### src/rtl/time_glyph_streamer.sv
// rtl/time_glyph_streamer.sv - renders a snapshot of hr/min/sec as "HH:MM:SS" 5x7 font column bytes on a valid/ready stream.
// Optional COLON_BLINK_EN: both colons render blank when the snapshot seconds value is odd.
module time_glyph_streamer #(
  parameter int GAP_COLS     = 1,
  parameter int LEADING_ZERO = 1
) (
  input  logic       CLK,
  input  logic       NRST,
  input  logic       sec_inc,
  input  logic [6:0] hr,
  input  logic [6:0] min,
  input  logic [6:0] sec,
  input  logic       byte_ready,
  output logic [7:0] byte_data,
  output logic       byte_valid,
  output logic       frame_start,
  output logic       frame_done,
  output logic       busy
);

  localparam int         COLS_PER_CHAR = 5 + GAP_COLS;
  localparam logic [2:0] LAST_COL      = 3'(COLS_PER_CHAR - 1);
  localparam logic [3:0] G_COLON       = 4'd10;
  localparam logic [3:0] G_DASH        = 4'd11;
  localparam logic [3:0] G_BLANK       = 4'd12;

  typedef enum logic [1:0] {IDLE, CONVERT, STREAM, DONE} state_t;

  state_t     state, state_nxt;
  logic       pending;
  logic [3:0] conv_cnt;
  logic [6:0] field_in [3];
  logic [6:0] snap [3];
  logic [6:0] rem [3];
  logic [3:0] tens [3];
  logic [2:0] char_idx, col_idx;
  logic [2:0] nxt_char, nxt_col;
  logic [6:0] sel_val;
  logic [3:0] sel_tens, sel_ones;
  logic [3:0] glyph;
  logic [7:0] nxt_byte;
  logic       colon_on;
  logic       start, accept, last_byte;

  assign field_in[0] = hr;
  assign field_in[1] = min;
  assign field_in[2] = sec;

  assign start     = sec_inc | pending;
  assign accept    = byte_valid & byte_ready;
  assign last_byte = (char_idx == 3'd7) && (col_idx == LAST_COL);

`ifdef COLON_BLINK_EN
  assign colon_on = ~snap[2][0];
`else
  assign colon_on = 1'b1;
`endif

  function automatic logic [7:0] font_col(input logic [3:0] g, input logic [2:0] c);
    logic [39:0] cols;
    case (g)
      4'd0:    cols = 40'h3E5149453E;
      4'd1:    cols = 40'h00427F4000;
      4'd2:    cols = 40'h4261514946;
      4'd3:    cols = 40'h2141454B31;
      4'd4:    cols = 40'h1814127F10;
      4'd5:    cols = 40'h2745454539;
      4'd6:    cols = 40'h3C4A494930;
      4'd7:    cols = 40'h0171090503;
      4'd8:    cols = 40'h3649494936;
      4'd9:    cols = 40'h064949291E;
      G_COLON: cols = 40'h0036360000;
      G_DASH:  cols = 40'h0808080808;
      default: cols = 40'h0000000000;
    endcase
    font_col = 8'h00;
    case (c)
      3'd0:    font_col = cols[39:32];
      3'd1:    font_col = cols[31:24];
      3'd2:    font_col = cols[23:16];
      3'd3:    font_col = cols[15:8];
      3'd4:    font_col = cols[7:0];
      default: font_col = 8'h00;
    endcase
  endfunction

  always_ff @(posedge CLK or negedge NRST) begin
    if (!NRST) state <= IDLE;
    else       state <= state_nxt;
  end

  always_comb begin
    state_nxt  = state;
    frame_done = 1'b0;
    busy       = 1'b1;
    case (state)
      IDLE: begin
        busy = 1'b0;
        if (start) state_nxt = CONVERT;
      end
      CONVERT: if (conv_cnt == 4'd9) state_nxt = STREAM;
      STREAM:  if (accept && last_byte) state_nxt = DONE;
      DONE: begin
        frame_done = 1'b1;
        state_nxt  = IDLE;
      end
      default: state_nxt = IDLE;
    endcase
  end

  // IDLE always consumes a pending request, so clearing there is safe.
  always_ff @(posedge CLK or negedge NRST) begin
    if (!NRST)               pending <= 1'b0;
    else if (state == IDLE)  pending <= 1'b0;
    else if (sec_inc)        pending <= 1'b1;
  end

  always_ff @(posedge CLK or negedge NRST) begin
    if (!NRST) begin
      conv_cnt <= 4'd0;
      for (int k = 0; k < 3; k++) begin
        snap[k] <= 7'd0;
        rem[k]  <= 7'd0;
        tens[k] <= 4'd0;
      end
    end else if (state == IDLE && start) begin
      conv_cnt <= 4'd0;
      for (int k = 0; k < 3; k++) begin
        snap[k] <= field_in[k];
        rem[k]  <= field_in[k];
        tens[k] <= 4'd0;
      end
    end else if (state == CONVERT) begin
      conv_cnt <= conv_cnt + 4'd1;
      for (int k = 0; k < 3; k++) begin
        if (rem[k] >= 7'd10 && tens[k] != 4'd9) begin
          rem[k]  <= rem[k] - 7'd10;
          tens[k] <= tens[k] + 4'd1;
        end
      end
    end
  end

  // Position of the byte to load next; an empty output register primes byte 0.
  always_comb begin
    nxt_char = char_idx;
    nxt_col  = col_idx;
    if (!byte_valid) begin
      nxt_char = 3'd0;
      nxt_col  = 3'd0;
    end else if (col_idx == LAST_COL) begin
      nxt_char = char_idx + 3'd1;
      nxt_col  = 3'd0;
    end else begin
      nxt_col = col_idx + 3'd1;
    end
  end

  always_comb begin
    sel_val  = snap[0];
    sel_tens = tens[0];
    sel_ones = rem[0][3:0];
    if (nxt_char >= 3'd6) begin
      sel_val  = snap[2];
      sel_tens = tens[2];
      sel_ones = rem[2][3:0];
    end else if (nxt_char >= 3'd3) begin
      sel_val  = snap[1];
      sel_tens = tens[1];
      sel_ones = rem[1][3:0];
    end
    if (nxt_char == 3'd2 || nxt_char == 3'd5)
      glyph = colon_on ? G_COLON : G_BLANK;
    else if (sel_val >= 7'd100)
      glyph = G_DASH;
    else if (nxt_char == 3'd0 || nxt_char == 3'd3 || nxt_char == 3'd6)
      glyph = (nxt_char == 3'd0 && sel_tens == 4'd0 && LEADING_ZERO == 0) ? G_BLANK : sel_tens;
    else
      glyph = sel_ones;
  end

  assign nxt_byte = font_col(glyph, nxt_col);

  always_ff @(posedge CLK or negedge NRST) begin
    if (!NRST) begin
      byte_data   <= 8'h00;
      byte_valid  <= 1'b0;
      frame_start <= 1'b0;
      char_idx    <= 3'd0;
      col_idx     <= 3'd0;
    end else if (state == STREAM) begin
      if (!byte_valid || (byte_ready && !last_byte)) begin
        byte_valid  <= 1'b1;
        byte_data   <= nxt_byte;
        frame_start <= ~byte_valid;
        char_idx    <= nxt_char;
        col_idx     <= nxt_col;
      end else if (byte_ready) begin
        byte_valid  <= 1'b0;
        byte_data   <= 8'h00;
        frame_start <= 1'b0;
        char_idx    <= 3'd0;
        col_idx     <= 3'd0;
      end
    end
  end

endmodule

### config.mk
export PLATFORM = sky130hd
export DESIGN_NAME = time_glyph_streamer
export DESIGN_NICKNAME = d
export VERILOG_FILES = /design/src/rtl/time_glyph_streamer.sv
export SDC_FILE = /design/constraint.sdc
export NUM_CORES = 1
export LEC_CHECK = 0
export ABC_AREA = 1
export CAP_MARGIN = 40
export CORE_ASPECT_RATIO = 0.6
export CORE_UTILIZATION = 53
export DETAILED_ROUTE_END_ITERATION = 8
export PLACE_DENSITY = 0.76
export SLEW_MARGIN = 0
export SYNTH_ARGS = -nofsm -noshare
export SYNTH_HDL_FRONTEND = slang
export SYNTH_SLANG_ARGS = --single-unit
### constraint.sdc
create_clock -name CLK -period 2.9 [get_ports CLK]
set_input_delay 0.58 -clock CLK [delete_from_list [all_inputs] [get_ports CLK]]
set_output_delay 0.58 -clock CLK [all_outputs]
set_load 0.02 [all_outputs]
[Yosys cells after proc, flatten, opt, wreduce, memory -nomap -nowiden]
Memory sizes are Yosys's and may differ from the RTL's.
Index checks and enable logic that the tools add are counted.
Operators by class
  $add $sub $neg: 9
  magnitude comparators: 6
  eq/ne operators: 20
  multiplexer cells: 42
  bitwise operators: 3
  reduce and logical (&&, ||, !) cells: 27
Operators by type and width (count)
  two-way mux 4 bit: 12
  two-way mux 21 bit: 2
  one-hot mux 8 bit (5 select lines): 1
  two-way mux 7 bit: 5
  two-way mux 12 bit: 2
  >= comparator 7 x 4 -> 1 bit, second input constant: 3
  two-way mux 3 bit: 7
  subtractor 7 x 4 -> 7 bit, second input constant: 3
  adder 4 x 1 -> 4 bit, second input constant: 4
  two-way mux 8 bit: 2
  == test 3 bit, second input constant: 5
  == test 3 x 2 -> 1 bit, second input constant: 4
  != test 4 bit, second input constant: 3
  nonzero test 2 bit: 6
  one-hot mux 2 bit (4 select lines): 1
  AND reduction 2 bit: 4
  >= comparator 7 bit, second input constant: 1
  logical AND 1 bit: 7
  two-way mux 1 bit: 7
  adder 3 x 1 -> 3 bit, second input constant: 2
  logical NOT 3 bit: 2
  two-way mux 2 bit: 3
  != test 2 bit, second input constant: 3
  == test 2 bit, second input constant: 2
  other kinds (12): 16
Storage, ports and cells
  flip-flop bits (word level): 77
  ROM bits: 560
  input port bits: 25
  output and inout bits: 12
  word-level logic and storage cells: 125
  memories kept: 1
Memories
  (name not given): words 16, width 35, rd ports 1, clocked after memory_dff 0, wr ports 0, RTL line 61  | case (g)

[Longest topological paths before layout]
An unclocked memory read counts as a cell.
  word-level depth: 12
  gate-level depth with buffers: 26
  depth with buffers taken out: 25

[Least setup slack after synthesis]
OpenSTA, ideal clock, no wires.
  kind: register to register
  from: reg char_idx[0]
  to: reg byte_data[4]
  arrival time: 3.011 ns
  data required time: 2.783 ns
  setup slack: -0.228 ns
  stages on the path, launching flop included: 25
  buffers on the path: 1
  cells stage by stage: dfrtp_1 -> ha_1 -> ha_1 -> inv_1 -> nand2_1 -> nand3_4 -> nor2_4 -> inv_2 -> buf_6 -> nand3_2 -> nand2_1 -> inv_1 -> nand2_1 -> nor2_1 -> inv_1 -> ha_1 -> inv_1 -> o21bai_1 -> nand2_1 -> nand2_1 -> nor2_1 -> nor2_1 -> nand3_1 -> nand2_1 -> nand2_1
On the way
  cells in the longest elaborated chain, start to end: 12
RTL lines
  start, declared: RTL line 36  | logic [2:0] char_idx, col_idx;
  start signal, assigned: RTL line 196  | char_idx <= nxt_char;
  adder 3 x 1 -> 3 bit: RTL line 152  | nxt_char = char_idx + 3'd1;
  two-way mux 3 bit: RTL line 151  | end else if (col_idx == LAST_COL) begin
  two-way mux 3 bit: RTL line 148  | if (!byte_valid) begin
  >= comparator 3 x 2 -> 1 bit (tied with other cells): RTL line 167  | end else if (nxt_char >= 3'd3) begin
  two-way mux 7 bit (tied with other cells): RTL line 167
  two-way mux 7 bit (tied with other cells): RTL line 163  | if (nxt_char >= 3'd6) begin
  >= comparator 7 bit or two-way mux 4 bit (tied branches): RTL line 174, 176
  two-way mux 4 bit: RTL line 174  | else if (sel_val >= 7'd100)
  two-way mux 4 bit: RTL line 172  | if (nxt_char == 3'd2 || nxt_char == 3'd5)
  memory (16 x 35 bit)
  one-hot mux 8 bit (5 select lines): RTL line 77  | case (c)
  two-way mux 8 bit: RTL line 192  | if (!byte_valid || (byte_ready && !last_byte)) begin
  end signal, assigned: RTL line 194  | byte_data <= nxt_byte;
  end, declared: RTL line 14  | output logic [7:0] byte_data,
Several ways; a longest one is shown, not always the timed one.
A chain may end at the register's enable or synchronous reset.

[Worst setup path in the final report]
Same ends and word-level chain as after synthesis.

==> results.json <==
{
  "overflow": 0,
  "yosys_warnings": 0,
  "grt_pass1_wl_mm": 21.9,
  "first_pass_iters": 5,
  "slew_viol_final": 0,
  "die_x_um": 124,
  "drive_gt1_frac": 0.207,
  "hold_path_class": "in -> async",
  "drc_errors": 0,
  "cap_viol_max_count": 0,
  "syn_nets": 710,
  "dieHeight_um": 74.9,
  "grt_antenna_before_repair": 0,
  "start_kind": "register",
  "synthFlopType": "dfrtp_1",
  "clockRootBuffer": "clkbuf_16",
  "nFillCells": 645,
  "fin_crit_ns": 3.01,
  "cp.arrival_ns": 3.29,
  "slew_headroom": 0.542,
  "violations": "setup timing",
  "routed_wl_mm": 13.8,
  "clock_skew_ns": 0.00976,
  "gp_congestion": 0.971,
  "finalSetupTns_ns": -0.364,
  "area_growth_syn_to_layout_pct": 32.9,
  "clk_latency_ns": 0.34,
  "synthArstFlopShare": 1.00,
  "required_ns": 3.18,
  "grt_use_total": 0.314,
  "clkTransAtPathRegs_ns": 0.06,
  "finalHoldViolCount": 0,
  "cts_made_buffers": 9,
  "finish.utilization": 0.730,
  "ys_seq_area_frac": 0.373,
  "row_count": 26,
  "hold_ws_ns": 0.211,
  "cts_tree": "yes",
  "stdcell_count": 861,
  "first_iter_violations": 394,
  "synth_cells": 659,
  "start_util": 0.549,
  "setup_violations": 5,
  "die_area_um2": 9260,
  "worst-r2r-setup-slack_ns": -0.11,
  "grt_pass1_vias": 4409,
  "fin_nets": 795,
  "syn-mean-instance-area_um2": 7.13,
  "io_buffers": 35,
  "max_freq_mhz": 332,
  "end_kind": "register",
  "hpwl_mm": 9.68,
  "antenna_cells": 0,
  "ys_seq_elements": 70,
  "critPathMaxFanout": 7,
  "synth_cell_types": 40,
  "ctsHtreeMaxLevel": 3,
  "cts_sinks": 70,
  "ant_nets": 0,
  "synth_edf_count": 0,
  "syn_area_um2": 4700,
  "vias_per_cell": 5.56,
  "grt_start_max_net_pins": 52,
  "worstMarginPinSlew_ns": 0.684,
  "dp_cells": 829,
  "cts_buffer_depth": 2,
  "outcome": "finished with violations",
  "post_drt_wl_per_cell_um": 16.1,
  "rsz0062_at_grt": "true",
  "period_share": 1.04,
  "criticalPathCategory": "reg -> reg",
  "num_io_pins": 37,
  "vias": 4787,
  "fin_ws_ns": -0.111,
  "core_um2": 8560
}
[critical path, cell delays in order, from the launching register on]
cell and delay, ns:
dfrtp_1 0.39, ha_2 0.21, ha_4 0.26, inv_2 0.04
nand2_4 0.07, nand3_4 0.13, nor2_4 0.22, clkinv_4 0.14
nor2_2 0.12, nor2_1 0.05, nand2_1 0.11, nand3_4 0.11
nand2_4 0.11, buf_4 0.12, ha_4 0.12, inv_2 0.03
o21bai_4 0.18, nand2_4 0.11, nand2_4 0.06, nor2_2 0.14
nor2_1 0.05, nand3_1 0.06, nand2_1 0.06, nand2_1 0.05
[layer usage]
metal / vias up / GRT usage / wire length (um) / part of all wire
met1: 2273 / 0.461 / 6590 / 0.48
li1: 2310 / - / - / -
met5: - / 0 / 0 / 0
met2: 188 / 0.456 / 5910 / 0.43
met3: 16 / 0.0811 / 1180 / 0.086
met4: 0 / 0.0857 / 156 / 0.011
[cell usage after synthesis, types with 2 or more instances]
master    count  area (um2)
nand2_1     176         661
inv_1        85         319
nor2_1       72         270
dfrtp_1      70        1750
nand3_1      69         345
o21ai_0      51         255
ha_1         26         325
a21oi_1      11        55.1
a31oi_1      11        68.8
clkbuf_1     11        41.3
nand4_1       9        56.3
xor2_1        9        78.8
o22ai_1       5        31.3
buf_6         4        45.0
inv_2         4        15.0
nand3_2       4        40.0
nor3_1        4        20.0
buf_4         3        22.5
nor2_4        3        33.8
xnor2_1       3        26.3
a211oi_1      2        15.0
nand2_2       2        12.5
nand3_4       2        35.0
nor2_2        2        12.5
nor3b_1       2        15.0
nor4_1        2        12.5
o21ai_1       2        10.0
o311ai_0      2        17.5
o31ai_1       2        15.0
[registers in the layout (all words and copies together) (netlist names)]
| signal | cells |
|---|---|
| col_idx | 3 |
| snap | 15 |
| char_idx | 3 |
| byte_valid | 1 |
| conv_cnt | 4 |
| pending | 1 |
| rem | 21 |
| byte_data | 7 |
| tens | 12 |
| state | 2 |
| frame_start | 1 |
[cell type report]
cell class              instances  area (um2)  share of cell area
flip-flops and latches         70        1750               0.281
clock inverters                 6        67.6              0.0108
clock buffers                  10         239              0.0383
repair inverters                1        7.51             0.00120
multi-input cells             481        2850               0.457
inverters                      90         358              0.0573
well taps                     112         140              0.0224
repair buffers                 91         828               0.133
[path summary, 6_finish.rpt]
check                            startpoint           end  cells after the start
worst min register to register     snap[12]      snap[12]                      2
max in group asynchronous              NRST      state[0]                      3
worst max register to register  char_idx[0]  byte_data[4]                     23
min in group CLK                   snap[12]      snap[12]                      2
worst min-delay path                   NRST      snap[18]                      2
worst max-delay path            char_idx[0]  byte_data[4]                     23
[logic make-up (layout without fill, tap and decap cells)]
| group | Yosys count | after routing | synth area share |
|---|---|---|---|
| compound gates | 92 | 92 | 0.110 |
| xor+xnor | 12 | 12 | 0.0224 |
| fa+ha+maj | 26 | 26 | 0.0692 |
| buf+inv | 109 | 198 | 0.0961 |
| flops | 70 | 70 | 0.373 |
| other cells | 1 | 1 | 0.000798 |
| simple gates | 349 | 350 | 0.329 |
[through the flow]
step / instance area (um2) / setup slack, ns
finish: 6240 / -0.111
global route: 6240 / -0.276
CTS: 5950 / 0.00521
detailed placement: 5440 / -0.156
global placement: 5420 / -0.135
floorplan: 4720 / 0.0165
[timing repair]
action / 4_1_cts / 5_1_grt
endpoints found under the setup margin: 7 / 7
cloned: 2 / 0
resized for setup: 35 / 61
buffers inserted: 5 / 9
hold buffers: 0 / 0
pin swaps: 16 / 36
[layout by cell type (no fill, tap or decap), types with 4 or more instances in the layout]
cell type	count
a21oi_1	10
a31oi_1	11
buf_4	46
buf_6	8
clkbuf_16	9
clkdlybuf4s50_1	34
dfrtp_1	69
ha_1	18
ha_4	6
inv_1	77
inv_2	6
inv_4	6
nand2_1	163
nand2_2	6
nand2_4	9
nand3_1	54
nand3_2	15
nand3_4	7
nand4_1	9
nor2_1	62
nor2_2	9
nor2_4	6
nor3_1	4
o21ai_0	47
o21ai_1	4
o22ai_1	5
xor2_1	9
Power is not shown: default switching activity piles up to over one toggle a cycle in this logic, so the estimate is an artifact.
